--- config.mk ---
export PLATFORM = sky130hd
export DESIGN_NAME = instr_fetch_unit
export DESIGN_NICKNAME = d
export VERILOG_FILES = /design/src/rtl/fetch_pkg.sv /design/src/rtl/next_pc_gen.sv /design/src/rtl/instr_fetch_unit.sv
export SDC_FILE = /design/constraint.sdc
export NUM_CORES = 1
export LEC_CHECK = 0
export ABC_CLOCK_PERIOD_IN_PS = 5180
export BUFFER_PORTS_ARGS = -buffer_cell sky130_fd_sc_hd__clkbuf_2
export CAP_MARGIN = 40
export CORE_MARGIN = 3
export CORE_UTILIZATION = 45
export CTS_CLUSTER_DIAMETER = 60
export DETAILED_ROUTE_END_ITERATION = 6
export GPL_TIMING_DRIVEN = 1
export PLACE_DENSITY_LB_ADDON = 0.3
export SLEW_MARGIN = 0
export SYNTH_ARGS = -nofsm -noshare
export SYNTH_HDL_FRONTEND = slang
export SYNTH_HIERARCHICAL = 1
export SYNTH_SLANG_ARGS = --single-unit
--- constraint.sdc ---
create_clock -name clk -period 5.18 [get_ports clk]
set_input_delay 0.518 -clock clk [delete_from_list [all_inputs] [get_ports clk]]
set_output_delay 0.518 -clock clk [all_outputs]
set_load 0.05 [all_outputs]
--- src/rtl/fetch_pkg.sv ---
// Shared types and constants for the instruction fetch stage.
package fetch_pkg;

    typedef enum logic [2:0] {
        IDLE,
        REQ,
        WAIT,
        HOLD,
        FAULT
    } fetch_state_t;

    localparam logic [31:0]  NOP_INSTR   = 32'h0000_0013;
    localparam int unsigned  INSTR_BYTES = 4;

endpackage

--- src/rtl/next_pc_gen.sv ---
// Next-PC computation for the held instruction: sequential or branch target,
// plus an alignment flag for the resulting address.
module next_pc_gen
    import fetch_pkg::*;
(
    input  logic [63:0] instr_pc,
    input  logic        branch_taken,
    input  logic [63:0] branch_imm,
    output logic [63:0] next_pc,
    output logic        misaligned
);

    // Modulo-2^64 add; the immediate is two's complement so a plain add covers both directions.
    always_comb begin
        next_pc = branch_taken ? (instr_pc + branch_imm) : (instr_pc + 64'(INSTR_BYTES));
        misaligned = |next_pc[1:0];
    end

endmodule

--- src/rtl/instr_fetch_unit.sv ---
// Fetch stage: owns the PC, issues one instruction-memory read at a time,
// holds the returned word for decode and advances the PC on accept.
module instr_fetch_unit
    import fetch_pkg::*;
#(
    parameter logic [63:0] RESET_PC = 64'h0
) (
    input  logic        clk,
    input  logic        rst_n,
    output logic        imem_req_valid,
    input  logic        imem_req_ready,
    output logic [63:0] imem_req_addr,
    input  logic        imem_rsp_valid,
    input  logic [31:0] imem_rsp_data,
    output logic        instr_valid,
    input  logic        instr_ready,
    output logic [31:0] instr_out,
    output logic [63:0] instr_pc,
    input  logic        branch_taken,
    input  logic [63:0] branch_imm,
    output logic        fetch_fault
);

    fetch_state_t state;
    logic [63:0]  pc;
    logic [63:0]  next_pc;
    logic         misaligned;

    next_pc_gen u_next_pc_gen (
        .instr_pc     (instr_pc),
        .branch_taken (branch_taken),
        .branch_imm   (branch_imm),
        .next_pc      (next_pc),
        .misaligned   (misaligned)
    );

    assign imem_req_addr = pc;

    // Fetch FSM; the valid/fault outputs are registered alongside the state so
    // they never depend combinationally on any input.
    always_ff @(posedge clk or negedge rst_n) begin
        if (!rst_n) begin
            state          <= IDLE;
            pc             <= RESET_PC;
            instr_out      <= NOP_INSTR;
            instr_pc       <= RESET_PC;
            imem_req_valid <= 1'b0;
            instr_valid    <= 1'b0;
            fetch_fault    <= 1'b0;
        end else begin
            case (state)
                IDLE: begin
                    state          <= REQ;
                    imem_req_valid <= 1'b1;
                end
                REQ: begin
                    if (imem_req_ready) begin
                        state          <= WAIT;
                        imem_req_valid <= 1'b0;
                    end
                end
                WAIT: begin
                    if (imem_rsp_valid) begin
                        instr_out   <= imem_rsp_data;
                        instr_pc    <= pc;
                        state       <= HOLD;
                        instr_valid <= 1'b1;
                    end
                end
                HOLD: begin
                    if (instr_ready) begin
                        instr_valid <= 1'b0;
                        if (misaligned) begin
                            state       <= FAULT;
                            fetch_fault <= 1'b1;
                        end else begin
                            pc             <= next_pc;
                            state          <= REQ;
                            imem_req_valid <= 1'b1;
                        end
                    end
                end
                FAULT: begin
                    state          <= FAULT;
                    imem_req_valid <= 1'b0;
                    instr_valid    <= 1'b0;
                    fetch_fault    <= 1'b1;
                end
                default: begin
                    state          <= IDLE;
                    imem_req_valid <= 1'b0;
                    instr_valid    <= 1'b0;
                end
            endcase
        end
    end

endmodule

### After elaboration in Yosys (flattened, before gate mapping)

Index checks and enable logic that the tools add are counted.

* bits in registers: 166
* input port bits: 102
* output and inout port bits: 163
* logic and storage cells: 47

* add/subtract/negate cells: 2
* equality and inequality tests: 9
* mux-type cells: 16
* bitwise logic cells: 3
* reductions and logical operators: 10

Operators with widths (number)
* adder 64 x 3 -> 64 bit, second input constant: 1
* adder 64 bit: 1
* two-way mux 64 bit: 1
* one-hot mux 3 bit (5 select lines): 1
* two-way mux 3 bit: 4
* AND reduction 3 bit: 4
* != test 2 bit, second input constant: 5
* two-way mux 1 bit: 7
* equality test 3 x 2 -> 1 bit, second input constant: 2
* one-hot mux 1 bit (4 select lines): 1
* AND reduction 4 bit: 1
* OR reduction 2 bit: 2
* equality test 3 x 1 -> 1 bit, second input constant: 1
* equality test 3 bit, second input constant: 1
* zero test 3 bit: 1
* inverter 1 bit: 3
* one-hot mux 1 bit (3 select lines): 1
* one-hot mux 1 bit (2 select lines): 1
* AND reduction 2 bit: 1
* nonzero test 2 bit: 1

### Depth between registers and ports, before layout

* word-level depth: 6
* gate-level depth with buffers: 13
* mapped depth without buffers: 13

### Cells and area by module

The synthesis kept the hierarchy.

Modules (own cells, without submodules)
* instr_fetch_unit: times used 1, cells an instance 364, area each 6249.7 sq um, seq. area each 4157.7 sq um
* next_pc_gen: times used 1, cells an instance 855, area each 5529.1 sq um, seq. area each 0.0 sq um

### Worst setup path after synthesis

Ideal clock, no wire load.

* kind: reg2reg
* start: reg instr_pc[30]
* end: reg pc[59] (netlist: imem_req_addr[59])
* library setup time: 125 ps
* arrival: 3357 ps
* data required time: 5055 ps
* slack: 1699 ps
* cell stages (with the launch flop): 14
* path buffers: 1
* period minus slack after synthesis: 3481 ps
* cell sequence: dfrtp_1 > ha_1 > buf_6 > a21o_1 > a21o_1 > a21o_1 > a311o_1 > a221o_1 > nor2_2 > a21oi_2 > a311oi_4 > xor2_1 > a21oi_1 > mux2_2

* cells in the longest elaborated chain, start to end: 2
* elaborated cells on any way between the ends: 3
* those cells by class: add/sub: 2; mux: 1

RTL lines
* from (decl): line instr_fetch_unit.sv:18 `output logic [63:0] instr_pc,`
* from (signal assigned): line instr_fetch_unit.sv:65 `instr_pc <= pc;`
* adder 64 x 3 -> 64 bit / adder 64 bit (equally long branches): line next_pc_gen.sv:15 `next_pc = branch_taken ? (instr_pc + branch_imm) : (instr_pc + 64'(INSTR_BYTES));`
* two-way mux 64 bit *: line next_pc_gen.sv:15
* net next_pc[59]: line instr_fetch_unit.sv:26 `logic [63:0] next_pc;`
* to (signal assigned): line instr_fetch_unit.sv:77 `pc <= next_pc;`
* to (decl): line instr_fetch_unit.sv:25 `logic [63:0] pc;`

Mark *: on every way through the listed nets, which the timed path passes. The rest lies on a longest branch.
A chain may end at the register's enable or synchronous reset.

### Final worst setup path

* start: reg instr_pc[0]
* end: reg pc[60] (netlist: imem_req_addr[60])

The elaborated chain is that of the path after synthesis.

==> flow_summary_export.csv <==
group,metric,value,unit
placement,globalplace.congestion,0.8847,
critical_path,critPathTopFamily,"compound AO/OA/AOI/OAI gates",
critical_path,cp_num_buf_inv,0,
logic_synthesis,synth_cell_types,74,
timing,slew_viol_final,0,
timing,hold_ws,0.3070,ns
finish,fin_area,13910,sq um
grt,grt_max_degree,93,
clock_tree,cts_tree,"built",
routing,dr.pass1.iters,7,
routing,via_per_inst,5.682,
critical_path,required,5.51,ns
timing,period_share,0.7741,
logic_synthesis,synthAdderAreaFrac,0.06968,
routing,drtAntennaViolNets,0,
die,io_pins,265,
grt,grt_antenna_before_repair,0,
routing,drtIter0Drc,809,
logic_synthesis,synth_seq_cells,166,
clock_tree,clock_latency,0.44,ns
finish,n_fill_cell,2346,
worst_hold_path,worstHoldPathCells,2,
worst_hold_path,hold_start,"imem_rsp_data[21]",
clock_tree,cts_max_path_buffers,2,
routing,drc,2,
critical_path,crit_path_max_fanout,4,
clock_tree,cts_root_buf,"clkbuf_16",
pwr,ir_drop,0.3936,mV
placement,dp_slack,1.062,ns
finish,final_nets,1618,
timing,tns,0,ns
logic_synthesis,syn_avg_cell_area,9.663,sq um
timing,tightest_slew,0.8971,ns
logic_synthesis,synth-compound-area-share,0.1572,
pwr,leakagePower,6.608,nW
pwr,power_density,747.0,nW/um^2
timing,setup_violations,0,
critical_path,slowest_stage,"a41oi_1",
critical_path,critPathCaptureType,"flip-flop",
logic_synthesis,synth-async-reset-ratio,1.000,
clock_tree,cts_setup_buffers,0,
clock_tree,cts_sinks,166,
critical_path,path_cells,"ha_1 -> fa_1 -> a21oi_1 -> o221ai_1 -> nand4_1 -> nand3_1 -> a41oi_1 -> o21ai_1 -> a21boi_1 -> o21ai_1 -> mux2i_1 -> a21oi_1 -> mux2_2",
critical_path,crit_path_start_kind,"flip-flop",
logic_synthesis,ys_seq_area_frac,0.3530,
clock_tree,clk_pin_slew_worst_paths,0.08,ns
timing,max_freq,249.4,MHz
critical_path,rrSetupSlack,1.17,ns
grt,grt_use_total,0.2240,
placement,placed_cell_area,13310,sq um
logic_synthesis,synth_area,11780,sq um
logic_synthesis,yosys_warnings,6,
critical_path,cp_data_arrival_time,4.34,ns
logic_synthesis,synth_top_family_by_area,"multiplexers",
placement,port_buffers,264,
finish,n_antenna_cell,0,
timing,skew,0.01375,ns
placement,hpwl,24310,um
grt,grt_overflow,0,
logic_synthesis,netlist_instances,1219,
status,violations,"DRC",
logic_synthesis,synthMuxAreaShare,0.1636,
critical_path,r2r-end,"imem_req_addr[60]",
die,die_y,167.8,um
clock_tree,htree_num_levels,4,
critical_path,cp-startpoint,"instr_pc[0]",
grt,first_global_vias,9789,
worst_hold_path,min_path_type,"primary input to flip-flop",
finish,drive_gt1_frac,0.3087,
finish,area_delta_synth_final,18.10,%
die,num_rows,58,
timing,maxSlewHeadroom,0.3974,
logic_synthesis,synth_edf_count,0,
routing,vias,10190,
grt,grt_pass1_wl,51960,um
routing,post_drt_wl_per_cell,18.07,um
timing,rsz0062_at_grt,"no",
worst_hold_path,min_delay_worst_endpoint,"instr_out[21]",
logic_synthesis,yosys.area_share.simple,0.1354,
critical_path,crit_type,"flip-flop to flip-flop",
timing,setup_ws,1.170,ns
logic_synthesis,syn_nets,1386,
status,status,"complete, but fails checks",
timing,fin_crit,4.010,ns
critical_path,rr_worst_depth,13,
critical_path,cpPeakStageDelay,0.67,ns
clock_tree,numCtsBuffers,17,
logic_synthesis,synth_xor_area_frac,0.08551,
die,die-area,28150,sq um
die,die_w,167.8,um
routing,drt_wl_total,32430,um
die,core,25470,sq um
logic_synthesis,synthFlopType,"dfrtp_1",
die,start_util,0.4624,
job,maxCapViolCount,0,
timing,hold_viol_final,0,
critical_path,reg2reg_from,"instr_pc[0]",
-- worst register-to-register path: stages, from the launching register on --
cell	delay [ns]
dfrtp_1	0.41
ha_1	0.25
fa_1	0.42
a21oi_1	0.22
o221ai_1	0.25
nand4_1	0.20
nand3_1	0.17
a41oi_1	0.67
o21ai_1	0.31
a21boi_1	0.35
o21ai_1	0.15
mux2i_1	0.16
a21oi_1	0.08
mux2_2	0.27
-- timing repair --
item | 4_1_cts | 5_1_grt
gates resized for setup | 0 | 0
hold endpoints to repair | 32 | 0
hold buffers | 1 | 0
-- stage by stage --
stage,total power [mW],std cells,util
after floorplan,7.550,1219,-
after global placement,8.970,1759,0.5206
after detailed placement,9.058,1761,0.5225
after CTS,10.41,1794,0.5461
after global routing,11.04,1794,0.5461
final,10.39,1794,0.5461
-- state kept, by name, indices dropped and copies added (netlist names) --
| name | cells |
|---|---|
| instr_valid | 1 |
| state | 3 |
| instr_out | 32 |
| fetch_fault | 1 |
| instr_pc | 64 |
| imem_req_addr | 64 |
| imem_req_valid | 1 |
-- power by group --
| part | internal, mW | total (mW) | switching [mW] |
|---|---|---|---|
| Combinational | 2.12 | 6.48 | 4.36 |
| Sequential | 1.92 | 2.61 | 0.693 |
| Clock | 0.661 | 1.30 | 0.638 |
| Total | 4.70 | 10.4 | 5.69 |
-- logic make-up (layout without fill, tap and decap cells) --
family	after synthesis	in the layout
adder cells (fa/ha/maj)	65	65
AND/OR/NAND/NOR	319	319
XOR/XNOR	115	115
flip-flops	166	166
multiplexers	172	172
buffers and inverters	85	330
AO/OA/AOI/OAI	297	297
-- synth_stat cells (3+ instances only) --
cell / number / area share
o21ai_1: 27 / 0.011
nand2b_1: 8 / 0.0042
a21o_1: 38 / 0.024
mux2i_1: 8 / 0.0068
a21boi_1: 3 / 0.0019
buf_6: 11 / 0.011
o211ai_1: 8 / 0.0051
mux2_2: 124 / 0.12
mux2_1: 40 / 0.038
o21bai_1: 15 / 0.0096
a221oi_1: 4 / 0.0030
a31oi_1: 14 / 0.0074
a21oi_1: 119 / 0.051
dfrtp_1: 163 / 0.35
nor2_1: 76 / 0.024
nor3_1: 12 / 0.0051
inv_1: 22 / 0.0070
nand2_1: 93 / 0.030
nor2b_1: 6 / 0.0032
dfstp_2: 3 / 0.0067
clkbuf_1: 36 / 0.011
o22ai_1: 3 / 0.0016
and3_1: 17 / 0.0090
nand3_1: 33 / 0.014
o31ai_1: 6 / 0.0038
buf_2: 11 / 0.0047
o21ai_0: 29 / 0.012
nor2_2: 3 / 0.0016
o21a_1: 4 / 0.0025
a211oi_1: 3 / 0.0019
or3_1: 4 / 0.0021
nor3b_1: 3 / 0.0019
xnor2_1: 64 / 0.048
or2_2: 5 / 0.0027
and4_1: 7 / 0.0052
xor2_1: 51 / 0.038
nand4_1: 30 / 0.016
nor4_1: 9 / 0.0048
and2_1: 3 / 0.0016
ha_1: 64 / 0.068
-- final cells by class --
cell class                      instances  area [sq um]  area share
Sequential cell                       166          4158      0.2989
Timing Repair Buffer                  274          1450      0.1042
Clock inverter                         14         152.6     0.01097
Inverter                               24         90.09    0.006476
Clock buffer                           18         439.2     0.03157
Tap cell                              330         412.9     0.02968
Multi-Input combinational cell        968          7208      0.5182
-- placed cells by master (no fill, tap or decap), types with 15 or more instances in the layout --
master and count:
nor2_1 76, xor2_1 51, nand2_1 93, o21bai_1 15, xnor2_1 64, ha_1 64, clkbuf_2 262, a21o_1 38
inv_1 22, mux2_1 40, dfrtp_1 163, mux2_2 124, a21oi_1 119, clkbuf_16 17, nand4_1 30, and3_1 17
o21ai_0 29, o21ai_1 27, nand3_1 33
-- how the worst max path moves through the flow --
stage | to | cells past startpoint
after floorplan | imem_req_addr[59] | 13
after global placement | imem_req_addr[56] | 14
after detailed placement | imem_req_addr[56] | 14
after CTS | imem_req_addr[56] | 13
after global routing | imem_req_addr[56] | 13
final | imem_req_addr[60] | 13
-- per-layer routing --
metal | up-vias | share of wire | track usage
met4 | 0 | 0.019 | 0.05372
li1 | 4908 | - | -
met5 | - | 0 | 0
met1 | 4910 | 0.46 | 0.3119
met2 | 333 | 0.46 | 0.3626
met3 | 43 | 0.058 | 0.04367
Note: power is estimated with default switching activity, not from simulation.
